**config.mk**
```make
export PLATFORM = sky130hd
export DESIGN_NAME = ttt_turn_sequencer
export DESIGN_NICKNAME = d
export VERILOG_FILES = /design/src/rtl/ttt_turn_sequencer.sv
export SDC_FILE = /design/constraint.sdc
export NUM_CORES = 1
export LEC_CHECK = 0
export ABC_AREA = 1
export BUFFER_PORTS_ARGS = -buffer_cell sky130_fd_sc_hd__buf_2
export CAP_MARGIN = 10
export CORE_AREA = 10 10 94 63
export CTS_CLUSTER_DIAMETER = 200
export DETAILED_ROUTE_END_ITERATION = 6
export DIE_AREA = 0 0 104 73
export PLACE_DENSITY_LB_ADDON = 0.05
export SYNTH_ARGS = -nofsm -noshare
export SYNTH_HDL_FRONTEND = slang
export SYNTH_SLANG_ARGS = --single-unit
```
**constraint.sdc**
```tcl
create_clock -name clock -period 2.2 [get_ports clock]
set_input_delay 0.11 -clock clock [delete_from_list [all_inputs] [get_ports clock]]
set_output_delay 0.11 -clock clock [all_outputs]
set_load 0.02 [all_outputs]
```
**src/rtl/ttt_turn_sequencer.sv**
```systemverilog
// ttt_turn_sequencer: turn controller in front of the tic_tac_toe_game core.
// Enforces player/computer alternation and square legality, strobes the core,
// tracks the board and move count, and declares win/draw from the core's who.
module ttt_turn_sequencer #(
  parameter int unsigned PULSE_CYCLES  = 2,
  parameter int unsigned SETTLE_CYCLES = 2,
  parameter int unsigned CPU_TIMEOUT   = 255,
  parameter bit          PLAYER_FIRST  = 1'b1
) (
  input  logic       clock,
  input  logic       reset,
  input  logic       new_game,
  input  logic       player_req,
  input  logic [3:0] player_sel,
  input  logic       cpu_req,
  input  logic [3:0] cpu_sel,
  input  logic [1:0] who,
  output logic       play,
  output logic       pc,
  output logic [3:0] player_position,
  output logic [3:0] computer_position,
  output logic       turn,
  output logic       illegal,
  output logic       game_over,
  output logic [1:0] result,
  output logic [3:0] moves,
  output logic [8:0] occupied
);

  localparam int unsigned MAX_PS  = (PULSE_CYCLES > SETTLE_CYCLES) ? PULSE_CYCLES : SETTLE_CYCLES;
  localparam int unsigned MAX_CNT = (MAX_PS > CPU_TIMEOUT) ? MAX_PS : CPU_TIMEOUT;
  localparam int unsigned CNT_W   = $clog2(MAX_CNT + 1);

  typedef enum logic [2:0] {
    WAIT_P  = 3'd0,
    ISSUE_P = 3'd1,
    SETTLE  = 3'd2,
    WAIT_C  = 3'd3,
    ISSUE_C = 3'd4,
    DONE    = 3'd5
  } state_t;

  state_t             state;
  state_t             state_nxt;
  logic [CNT_W-1:0]   cnt;
  logic [CNT_W-1:0]   cnt_nxt;

  logic               play_nxt;
  logic               pc_nxt;
  logic [3:0]         player_position_nxt;
  logic [3:0]         computer_position_nxt;
  logic               turn_nxt;
  logic               illegal_nxt;
  logic               game_over_nxt;
  logic [1:0]         result_nxt;
  logic [3:0]         moves_nxt;
  logic [8:0]         occupied_nxt;

  logic [15:0]        occ_ext;
  logic               p_ok;
  logic               c_ok;
  logic               pulse_end;
  logic               settle_end;
  logic               timeout;
  logic               winner;
  logic [3:0]         free_idx;
  logic [3:0]         moves_inc;

  // Request legality, phase-end flags and saturating move increment
  always_comb begin
    occ_ext    = {7'b0, occupied};
    p_ok       = player_req && (player_sel <= 4'd8) && !occ_ext[player_sel];
    c_ok       = cpu_req && (cpu_sel <= 4'd8) && !occ_ext[cpu_sel];
    pulse_end  = (cnt == CNT_W'(PULSE_CYCLES - 1));
    settle_end = (cnt == CNT_W'(SETTLE_CYCLES - 1));
    timeout    = (cnt == CNT_W'(CPU_TIMEOUT - 1));
    winner     = (who == 2'b01) || (who == 2'b10);
    moves_inc  = (moves >= 4'd9) ? 4'd9 : moves + 4'd1;
  end

  // Lowest-index free square for the computer auto-move
  always_comb begin
    free_idx = 4'd0;
    for (int k = 8; k >= 0; k--) begin
      if (!occupied[k]) free_idx = 4'(k);
    end
  end

  // State register plus registered outputs; reset and new_game restart the game
  always_ff @(posedge clock) begin
    if (reset || new_game) begin
      state             <= PLAYER_FIRST ? WAIT_P : WAIT_C;
      cnt               <= '0;
      play              <= 1'b0;
      pc                <= 1'b0;
      player_position   <= 4'd0;
      computer_position <= 4'd0;
      turn              <= ~PLAYER_FIRST;
      illegal           <= 1'b0;
      game_over         <= 1'b0;
      result            <= 2'b00;
      moves             <= 4'd0;
      occupied          <= 9'd0;
    end else begin
      state             <= state_nxt;
      cnt               <= cnt_nxt;
      play              <= play_nxt;
      pc                <= pc_nxt;
      player_position   <= player_position_nxt;
      computer_position <= computer_position_nxt;
      turn              <= turn_nxt;
      illegal           <= illegal_nxt;
      game_over         <= game_over_nxt;
      result            <= result_nxt;
      moves             <= moves_nxt;
      occupied          <= occupied_nxt;
    end
  end

  // Next-state and phase counter; counter restarts on every state change
  always_comb begin
    state_nxt = state;
    case (state)
      WAIT_P:  if (p_ok) state_nxt = ISSUE_P;
      ISSUE_P: if (pulse_end) state_nxt = SETTLE;
      SETTLE: begin
        if (settle_end) begin
          if (winner || (moves == 4'd9)) state_nxt = DONE;
          else if (turn)                 state_nxt = WAIT_P;
          else                           state_nxt = WAIT_C;
        end
      end
      WAIT_C:  if (c_ok || timeout) state_nxt = ISSUE_C;
      ISSUE_C: if (pulse_end) state_nxt = SETTLE;
      DONE:    state_nxt = DONE;
      default: state_nxt = PLAYER_FIRST ? WAIT_P : WAIT_C;
    endcase

    cnt_nxt = '0;
    if ((state_nxt == state) &&
        ((state == ISSUE_P) || (state == ISSUE_C) || (state == SETTLE) || (state == WAIT_C))) begin
      cnt_nxt = cnt + CNT_W'(1);
    end
  end

  // Output next values: strobes, latched positions, board, result
  always_comb begin
    play_nxt              = play;
    pc_nxt                = pc;
    player_position_nxt   = player_position;
    computer_position_nxt = computer_position;
    turn_nxt              = turn;
    illegal_nxt           = 1'b0;
    game_over_nxt         = game_over;
    result_nxt            = result;
    moves_nxt             = moves;
    occupied_nxt          = occupied;
    case (state)
      WAIT_P: begin
        if (p_ok) begin
          play_nxt            = 1'b1;
          player_position_nxt = player_sel;
          occupied_nxt        = occupied | (9'(1) << player_sel);
          moves_nxt           = moves_inc;
        end else if (player_req) begin
          illegal_nxt = 1'b1;
        end
      end
      WAIT_C: begin
        if (c_ok) begin
          pc_nxt                = 1'b1;
          computer_position_nxt = cpu_sel;
          occupied_nxt          = occupied | (9'(1) << cpu_sel);
          moves_nxt             = moves_inc;
        end else begin
          if (cpu_req) illegal_nxt = 1'b1;
          if (timeout) begin
            pc_nxt                = 1'b1;
            computer_position_nxt = free_idx;
            occupied_nxt          = occupied | (9'(1) << free_idx);
            moves_nxt             = moves_inc;
          end
        end
      end
      ISSUE_P: if (pulse_end) play_nxt = 1'b0;
      ISSUE_C: if (pulse_end) pc_nxt = 1'b0;
      SETTLE: begin
        if (settle_end) begin
          if (winner) begin
            result_nxt    = who;
            game_over_nxt = 1'b1;
          end else if (moves == 4'd9) begin
            result_nxt    = 2'b11;
            game_over_nxt = 1'b1;
          end else begin
            turn_nxt = ~turn;
          end
        end
      end
      default: ;
    endcase
  end

endmodule
```
Yosys cells after proc, flatten, opt, wreduce, memory -nomap -nowiden
Index checks and enable logic that the tools add are counted.
{"block": "word_totals", "register_bits": 39, "in_bits": 15, "out_inout_bits": 28, "wordCells": 119}
{"block": "op_classes", "n_addsub": 2, "order_cmp": 5, "eq_ne": 15, "n_shift": 3, "mux": 46, "n_bitwise": 7, "reduce_logical": 29}
{"operator": "4-bit two-way mux", "n": 15}
{"operator": "9-bit two-way mux", "n": 3}
{"operator": "9-bit OR", "n": 3}
{"operator": "1-bit by 4-bit << shifter with 9-bit output, first input constant", "n": 3}
{"operator": "9-bit one-hot mux with 2 select lines", "n": 1}
{"operator": "3-bit two-way mux", "n": 5}
{"operator": "3-bit one-hot mux with 5 select lines", "n": 1}
{"operator": "1-bit two-way mux", "n": 12}
{"operator": "3-bit AND reduction", "n": 4}
{"operator": "4-bit by 5-bit less-than comparator with 1-bit output, second input constant", "n": 2}
{"operator": "2-bit nonzero test", "n": 5}
{"operator": "8-bit by 1-bit adder with 8-bit output, second input constant", "n": 1}
{"operator": "1-bit binary-select mux with 4-bit select", "n": 2}
{"operator": "8-bit by 1-bit equality test with 1-bit output, second input constant", "n": 1}
{"operator": "8-bit equality test, second input constant", "n": 1}
{"operator": "4-bit less-or-equal comparator, second input constant", "n": 2}
{"operator": "4-bit one-hot mux with 2 select lines", "n": 1}
{"operator": "1-bit logical OR", "n": 7}
{"operator": "3-bit by 2-bit equality test with 1-bit output, second input constant", "n": 2}
{"operator": "3-bit equality test, second input constant", "n": 2}
{"operator": "2-bit two-way mux", "n": 3}
{"operator": "2-bit inequality test, second input constant", "n": 3}
{"operator": "1-bit one-hot mux with 2 select lines", "n": 3}
{"operator": "1-bit logical AND", "n": 5}
{"operator": "other kinds (14)", "n": 20}

Longest topological paths before layout
Gate-level depths: netlist (run 1).
{"block": "depth", "depth_word": 14, "ltp_mapped": 15, "mapped_depth_nobuf": 15}

Least setup slack after synthesis (run 1)
No wires, ideal clock.
{"block": "synth_path", "path_kind": "register -> register", "start": "reg moves[1]", "end": "reg cnt[2]", "setup_time_ns": 0.065, "t_arrival_ns": 1.709, "required_time_ns": 2.135, "path_slack_ns": 0.426, "path_stages_with_launch": 16, "path_buffers": 0, "synth_period_minus_slack_ns": 1.774, "path_cell_list": "dfxtp_1 > inv_1 > ha_1 > inv_1 > o31ai_1 > inv_1 > nand2_1 > nand2_1 > nand2_1 > nor2_1 > nand2_1 > nand2_1 > nand2_1 > nor2_2 > nand2_2 > nor2_1"}
{"block": "synth_via", "elab_chain_len": 9}
{"item": "start: declaration", "line_no": "26", "rtl": "output logic [3:0] moves,"}
{"item": "start signal: assignment", "line_no": "115", "rtl": "moves <= moves_nxt;"}
{"item": "4-bit equality test", "line_no": "128", "rtl": "if (winner || (moves == 4'd9)) state_nxt = DONE;"}
{"item": "1-bit logical OR", "line_no": "128"}
{"item": "3-bit two-way mux", "line_no": "128"}
{"item": "3-bit two-way mux", "line_no": "127", "rtl": "if (settle_end) begin"}
{"item": "3-bit one-hot mux with 5 select lines", "line_no": "123", "rtl": "case (state)"}
{"item": "3-bit equality test", "line_no": "140", "rtl": "if ((state_nxt == state) &&"}
{"item": "1-bit logical AND", "line_no": "140"}
{"item": "1-bit NOT (no line)"}
{"item": "2-bit OR reduction (no line)"}
{"item": "end signal: assignment", "line_no": "106", "rtl": "cnt <= cnt_nxt;"}
{"item": "end: declaration", "line_no": "45", "rtl": "logic [CNT_W-1:0] cnt;"}
No other way between the ends.
A chain may end at the register's enable or synchronous reset.

Final worst setup path (run 1)
{"block": "layout_path", "start": "reg occupied[1]", "end": "reg occupied[6]"}
{"block": "layout_via", "elab_chain_len": 7, "elab_cells_between_ends": 18, "classes_between": "eq/ne: 2; shift: 1; mux: 9; bitwise: 1; reduce/logical: 5"}
{"item": "start: declaration", "line_no": "27", "rtl": "output logic [8:0] occupied"}
{"item": "start signal: assignment", "line_no": "116", "rtl": "occupied <= occupied_nxt;"}
{"item": "parallel branches: the longest is 7 deep, another holds 1-bit binary-select mux with 4-bit select"}
Parallel ways; which one is timed is not known. The select of a mux whose other input is x is not followed.

==> results of run 1 <==
-- critical path, delay by kind of cell, from the launching register on --
family / cells / cell delay [ns]
flip-flops: 1 / 0.47
AND/OR/NAND/NOR: 11 / 1.22
AO/OA/AOI/OAI: 1 / 0.14
-- layout by cell type, fill, tap and decap left out, types with 2 or more instances in the layout --
cell      count
buf_2        42
dfxtp_1      38
nor3_1        8
nand3_4       2
o21ai_0      10
a21oi_1      23
xor2_1        5
xnor2_1       2
a21oi_2       2
a31oi_1       4
clkbuf_8      5
inv_1        44
nand2_2       4
clkbuf_1      2
a311oi_1      2
buf_4         4
nand3_1      41
or2_2         2
nor2_2        4
nor2_1       26
ha_1          8
nand4_1       6
nand2_1      79
inv_2         3
-- report_power, final --
group / internal [mW] / switching, mW
clock network: 0.223 / 0.239
logic: 0.0499 / 0.105
registers: 0.713 / 0.00557
-- cells in the mapped netlist, types with 2 or more instances --
cell type,number,area [µm²]
nand4_1,6,37.54
nand3_4,2,35.03
inv_1,44,165.2
ha_1,8,100.1
nor2_1,26,97.59
a311oi_1,2,17.52
xor2_1,5,43.79
o21ai_0,10,50.05
clkbuf_1,2,7.510
a31oi_1,4,25.02
a21oi_1,23,115.1
nor3_1,8,40.04
or2_2,2,12.51
xnor2_1,2,17.52
dfxtp_1,39,780.8
nand2_1,79,296.5
a21oi_2,2,17.52
inv_2,3,11.26
nand2_2,4,25.02
nand3_1,41,205.2
nor2_2,4,25.02
-- worst max path at each step --
stage	to	cells past startpoint
6_report	occupied[6]	12
5_1_grt	cnt[4]	13
4_1_cts	cnt[3]	15
3_5_place_dp	cnt[3]	15
3_3_place_gp	cnt[7]	15
2_1_floorplan	cnt[2]	15
-- sequential cells by signal, summed over array words and instances, names as in the netlist --
register / cells
occupied: 9
cnt: 8
computer_position: 4
moves: 4
player_position: 4
state: 3
result: 2
game_over: 1
illegal: 1
pc: 1
play: 1
turn: 1
-- timing repair --
item,in CTS,in global routing
setup endpoints to repair,0,4
gates resized for setup,0,2
hold buffers,0,0
-- per-layer routing --
metal | routed length, µm | vias to the layer above | track usage [%]
li1 | - | 1186 | -
met1 | 3107 | 988 | 22.76
met2 | 2045 | 107 | 19.89
met3 | 633 | 6 | 6.261
met4 | 42 | 0 | 3.994
met5 | 0 | - | 0
-- final cells by class --
cell class | instances | area share (%)
tap | 63 | 2.983
clock buffer | 7 | 2.888
inverter | 47 | 6.676
multi-input combinational | 241 | 48.58
sequential | 39 | 29.59
timing repair buffer | 46 | 9.091
clock inverter | 1 | 0.1894
-- kinds of logic after synthesis --
family | after synthesis
simple gates | 179
buf+inv | 51
compound gates | 47
flops | 39
fa+ha+maj | 8
xor+xnor | 7
-- stage by stage --
step	hold WS, ns	util [%]	power, mW	worst slack, ns	area, µm²
2_1_floorplan	0.2732	-	0.8347	0.4263	2256
3_3_place_gp	0.4205	59.05	0.8863	0.2436	2555
3_5_place_dp	0.4302	59.05	0.8867	0.2557	2555
4_1_cts	0.1234	60.93	1.347	0.2297	2636
5_1_grt	0.1465	61.08	1.401	0.04539	2643
6_report	0.1398	61.08	1.335	0.2863	2643
==> results.yml, run 1 <==
status:
  status: "completed"
global_route:
  track_usage_pct: 15.55
  grt_first_pass_wirelength_um: 9894
  antenna_found_initial: 0
  grt_max_degree: 25
  grt_pass1_vias: 2052
  grt-ovfl-total: 0
timing:
  report.final.slew_viol_count: 0
  rsz0062_at_grt: "false"
  period_minus_slack_ns: 1.914
  fin_crit_sh_pct: 86.99
  tightest_slew_ns: 0.8490
  slew_headroom_pct: 43.34
  max_freq_mhz: 522.5
  finalClockSkew_ns: 0.006288
  hold_violations: 0
  setup_tns_ns: 0
  setup_viol: 0
min_path:
  holdPathEnd: "player_position[3]"
  worst_hold_path_type: "primary input to flip-flop"
  hold_path.startpoint: "player_sel[3]"
  whs_path_depth: 3
clock_network:
  cts_tree: "built"
  insertion_delay_ns: 0.29
  cts_buffers: 5
  clkSinkCount: 39
  clock_path_buffers: 2
  cts_max_level: 2
  postCtsSetupBuffers: 0
  clkTransAtPathRegs_ns: 0.08
  clock-root-buffer: "clkbuf_8"
yosys:
  syn_area_mm2: 0.002256
  yosysWarnings: 0
  synth_edf_count: 0
  synth_nets: 354
  ys_types: 36
  ys.flop_type: "dfxtp_1"
  synthSimpleGateAreaFrac_pct: 37.38
  synth_compound_area_share_pct: 12.15
  ys_ff_latch: 39
  synthAdderAreaFrac_pct: 4.437
  synthArstFlopShare_pct: 0
  synth_cells: 331
  yosysSeqAreaShare_pct: 34.61
  yosys.area_share.xor_xnor_pct: 2.718
  syn_avg_cell_area_um2: 6.815
  synth_mux_area_share_pct: 0
  synth_top_family_by_area: "simple AND/OR/NAND/NOR gates"
critical_path:
  crit_chain: "nand2_1 > nand3_1 > nand3b_1 > nand2_1 > nand2_2 > nand3_4 > nand2_1 > nand3_1 > nand2_1 > nor2_1 > nand3_1 > a21oi_1"
  required_ns: 2.41
  critPathMaxStageDelay_ns: 0.47
  crit-reg2reg-capture: "occupied[6]"
  r2r-start: "occupied[1]"
  crit_arrival_ns: 2.12
  path_class: "flip-flop to flip-flop"
  crit_top_cell: "nand2_1"
  critPathLaunch: "occupied[1]"
  cp-start-kind: "flip-flop"
  path_max_fanout: 9
  cp_slowest_cell: "dfxtp_1"
  worst-r2r-cell-count: 12
  r2r_slack_ns: 0.29
  end_kind: "flip-flop"
floorplanning:
  core_area_mm2: 0.004327
  die_x_um: 104
  pin_count: 43
  fp.dieH_um: 73
  start_util_pct: 52.14
  rows: 19
  die_area_mm2: 0.007592
detailed_routing:
  totalWireLength_um: 5829
  ant_nets: 0
  drc: 0
  wire_per_inst_um: 13.13
  viasPerCell: 5.151
  first_pass_iters: 5
  drt-initial-drc-count: 185
  vias: 2287
final_layout:
  area_growth_pct: 17.14
  drive_above_1_share_pct: 19.95
  multi_input_area_mm2: 0.001284
  n_fill_cell: 456
  nNetsFinal: 403
  final_cells: 444
  regArea_um2: 782.0
  antenna_cells: 0
place:
  dp_hpwl_um: 4635
  dpl.cell_count: 436
  routabilityCongestion: 0.9826
  port_buffers: 42
pwr:
  power_density_mw_per_mm2: 505.1
  peakVddDrop_mv: 0.3683
  p_leak_nw: 1.139
flow_run:
  maxCapViolations: 0
No activity file was read; power rests on OpenSTA's default activity.
==> inputs of run 2 (changes only) <==
--- a/config.mk
+++ b/config.mk
@@ -8,11 +8,12 @@
 export ABC_AREA = 1
 export BUFFER_PORTS_ARGS = -buffer_cell sky130_fd_sc_hd__buf_2
 export CAP_MARGIN = 10
-export CORE_AREA = 10 10 94 63
+export CORE_AREA = 10 10 98 66
 export CTS_CLUSTER_DIAMETER = 200
 export DETAILED_ROUTE_END_ITERATION = 6
-export DIE_AREA = 0 0 104 73
+export DIE_AREA = 0 0 108 76
 export PLACE_DENSITY_LB_ADDON = 0.05
+export SLEW_MARGIN = 20
 export SYNTH_ARGS = -nofsm -noshare
 export SYNTH_HDL_FRONTEND = slang
 export SYNTH_SLANG_ARGS = --single-unit
==> constraint.sdc (replaced) <==
create_clock -name clock -period 1.55 [get_ports clock]
set_input_delay 0.0775 -clock clock [delete_from_list [all_inputs] [get_ports clock]]
set_output_delay 0.0775 -clock clock [all_outputs]
set_load 0.02 [all_outputs]
==> run 2 against run 1 <==
The run now ends with setup timing left. Sequential power grew 39%. Power grew 67%. Worst hold slack lost 0.052 ns. Via count grew 19%. Flip-flop and latch count is the same. Die area grew 8.1%. Critical path depth is the same. Clock power grew 83%. Fmax grew 0.97%. Final area grew 43%. Critical path type unchanged. Critical endpoint is now occupied[4]. Highest routed layer unchanged.
==> results.yml, run 2 (same netlist as run 1, synthesis figures left out) <==
pwr:
  p_leak_nw: 1.640
  power_density_mw_per_mm2: 589.3
  finalPower_mw: 2.230
  peakVddDrop_mv: 0.5856
clock_network:
  cts_buffers: 5
  clock-root-buffer: "clkbuf_8"
  cts_tree: "built"
  cts_max_level: 2
  clkSinkCount: 39
  clock_path_buffers: 2
  insertion_delay_ns: 0.29
  clkTransAtPathRegs_ns: 0.08
detailed_routing:
  first_pass_iters: 4
  drc: 0
  vias: 2716
  viasPerCell: 5.173
  ant_nets: 0
  totalWireLength_um: 8012
  wire_per_inst_um: 15.26
  drt-initial-drc-count: 183
floorplanning:
  fp.dieH_um: 76
  die_x_um: 108
  rows: 20
  core_area_mm2: 0.004780
  pin_count: 43
  die_area_mm2: 0.008208
  start_util_pct: 47.20
status:
  violations: "setup timing"
  status: "finished with violations"
timing:
  hold_violations: 0
  slew_headroom_pct: 47.24
  fin_crit_sh_pct: 122.3
  rsz0062_at_grt: "true"
  whs_ns: 0.08782
  report.final.slew_viol_count: 0
  max_freq_mhz: 527.6
  layout_setup_ws_ns: -0.3453
  setup_viol: 28
  tightest_slew_ns: 0.7905
  period_minus_slack_ns: 1.895
  finalClockSkew_ns: 0.004758
critical_path:
  cp_num_buf_inv: 0
  path_max_fanout: 8
  path_class: "flip-flop to flip-flop"
  end_kind: "flip-flop"
  cp_slowest_cell: "dfxtp_4"
  critPathMaxStageDelay_ns: 0.39
  crit_chain: "nand2_2 > nand3_2 > nand3b_1 > nand2_2 > nand2_4 > nand3_4 > nand2_2 > nand3_2 > nand2_2 > nor2_4 > nand3_2 > a21oi_2"
  crit_top_cell: "nand2_2"
  required_ns: 1.75
  crit_arrival_ns: 2.10
  crit_family: "simple AND/OR/NAND/NOR gates"
  cp-start-kind: "flip-flop"
global_route:
  grt_pass1_vias: 2564
  antenna_found_initial: 0
  grt_first_pass_wirelength_um: 12070
  grt-ovfl-total: 0
  track_usage_pct: 17.67
  grt_max_degree: 17
final_layout:
  reg_top3: "occupied (9), cnt (8)"
  antenna_cells: 0
  largest_reg_flops: 9
  drive_above_1_share_pct: 56.21
  final_cells: 525
  area_growth_pct: 67.72
  utilization_pct: 79.16
  final_common_cell: "buf_4"
  stdcell_area_mm2: 0.003784
  nNetsFinal: 481
  final_cell_mix: "buf_4, nand2_1, buf_2"
  regMostFlops: "occupied"
min_path:
  worst_hold_path_type: "primary input to flip-flop"
place:
  dpl_cell_area_mm2: 0.003176
  routabilityCongestion: 0.9105
  dp_hpwl_um: 5477
  dpl.cell_count: 507
  port_buffers: 42
flow_run:
  maxCapViolations: 0
==> run 2: path summary, 6_finish.rpt <==
kind / from / to / slack, ns / cells past startpoint
min: reset / computer_position[2] / 0.09 / 4
max: occupied[0] / occupied[4] / -0.35 / 12
max reg2reg: occupied[0] / occupied[4] / -0.35 / 12
min reg2reg: game_over / game_over / 0.47 / 2
==> run 2: layer usage <==
layer	global-route usage, %	wire length, µm	share of wire (%)	up-vias
li1	-	-	-	1343
met1	23.80	3537	44	1254
met2	25.18	3562	44	110
met3	7.517	814	10	9
met4	3.989	98	1.2	0
met5	0	0	0	-
==> run 2: layout make-up <==
| type | count | area (µm²) |
|---|---|---|
| Clock inverter | 1 | 5.005 |
| Tap cell | 66 | 82.58 |
| Timing Repair Buffer | 123 | 862.1 |
| Sequential cell | 39 | 829.5 |
| Inverter | 47 | 193.9 |
| Clock buffer | 7 | 107.6 |
| Multi-Input combinational cell | 242 | 1703 |
| Fill cell | 328 | 996.0 |
==> run 2: metrics by stage <==
stage	TNS, ns	setup slack, ns
floorplan	-0.4085	-0.05692
global placement	-3.293	-0.2001
detailed placement	-4.546	-0.2570
CTS	-3.174	-0.2190
global route	-8.432	-0.4346
finish	-5.025	-0.3453
==> run 2: worst reg2reg max path, delay by kind of cell, from the launching register on <==
| family | cells | cell delay, ns |
|---|---|---|
| compound gates | 1 | 0.21 |
| simple gates | 11 | 1.20 |
| flops | 1 | 0.39 |
==> run 2: what timing repair did <==
item / in CTS / in global routing
resized for setup: 49 / 70
setup endpoints to repair: 29 / 37
pin swaps: 21 / 21
buffers inserted: 8 / 5
hold buffers: 0 / 0
gates cloned: 1 / 0
==> run 2: where the power goes <==
group | total, mW | switching [mW] | leakage [nW] | internal (mW)
Combinational | 0.383 | 0.221 | 1.25 | 0.162
Sequential | 1.00 | 0.00870 | 0.327 | 0.994
Clock | 0.844 | 0.387 | 0.0594 | 0.457
Total | 2.23 | 0.617 | 1.64 | 1.61
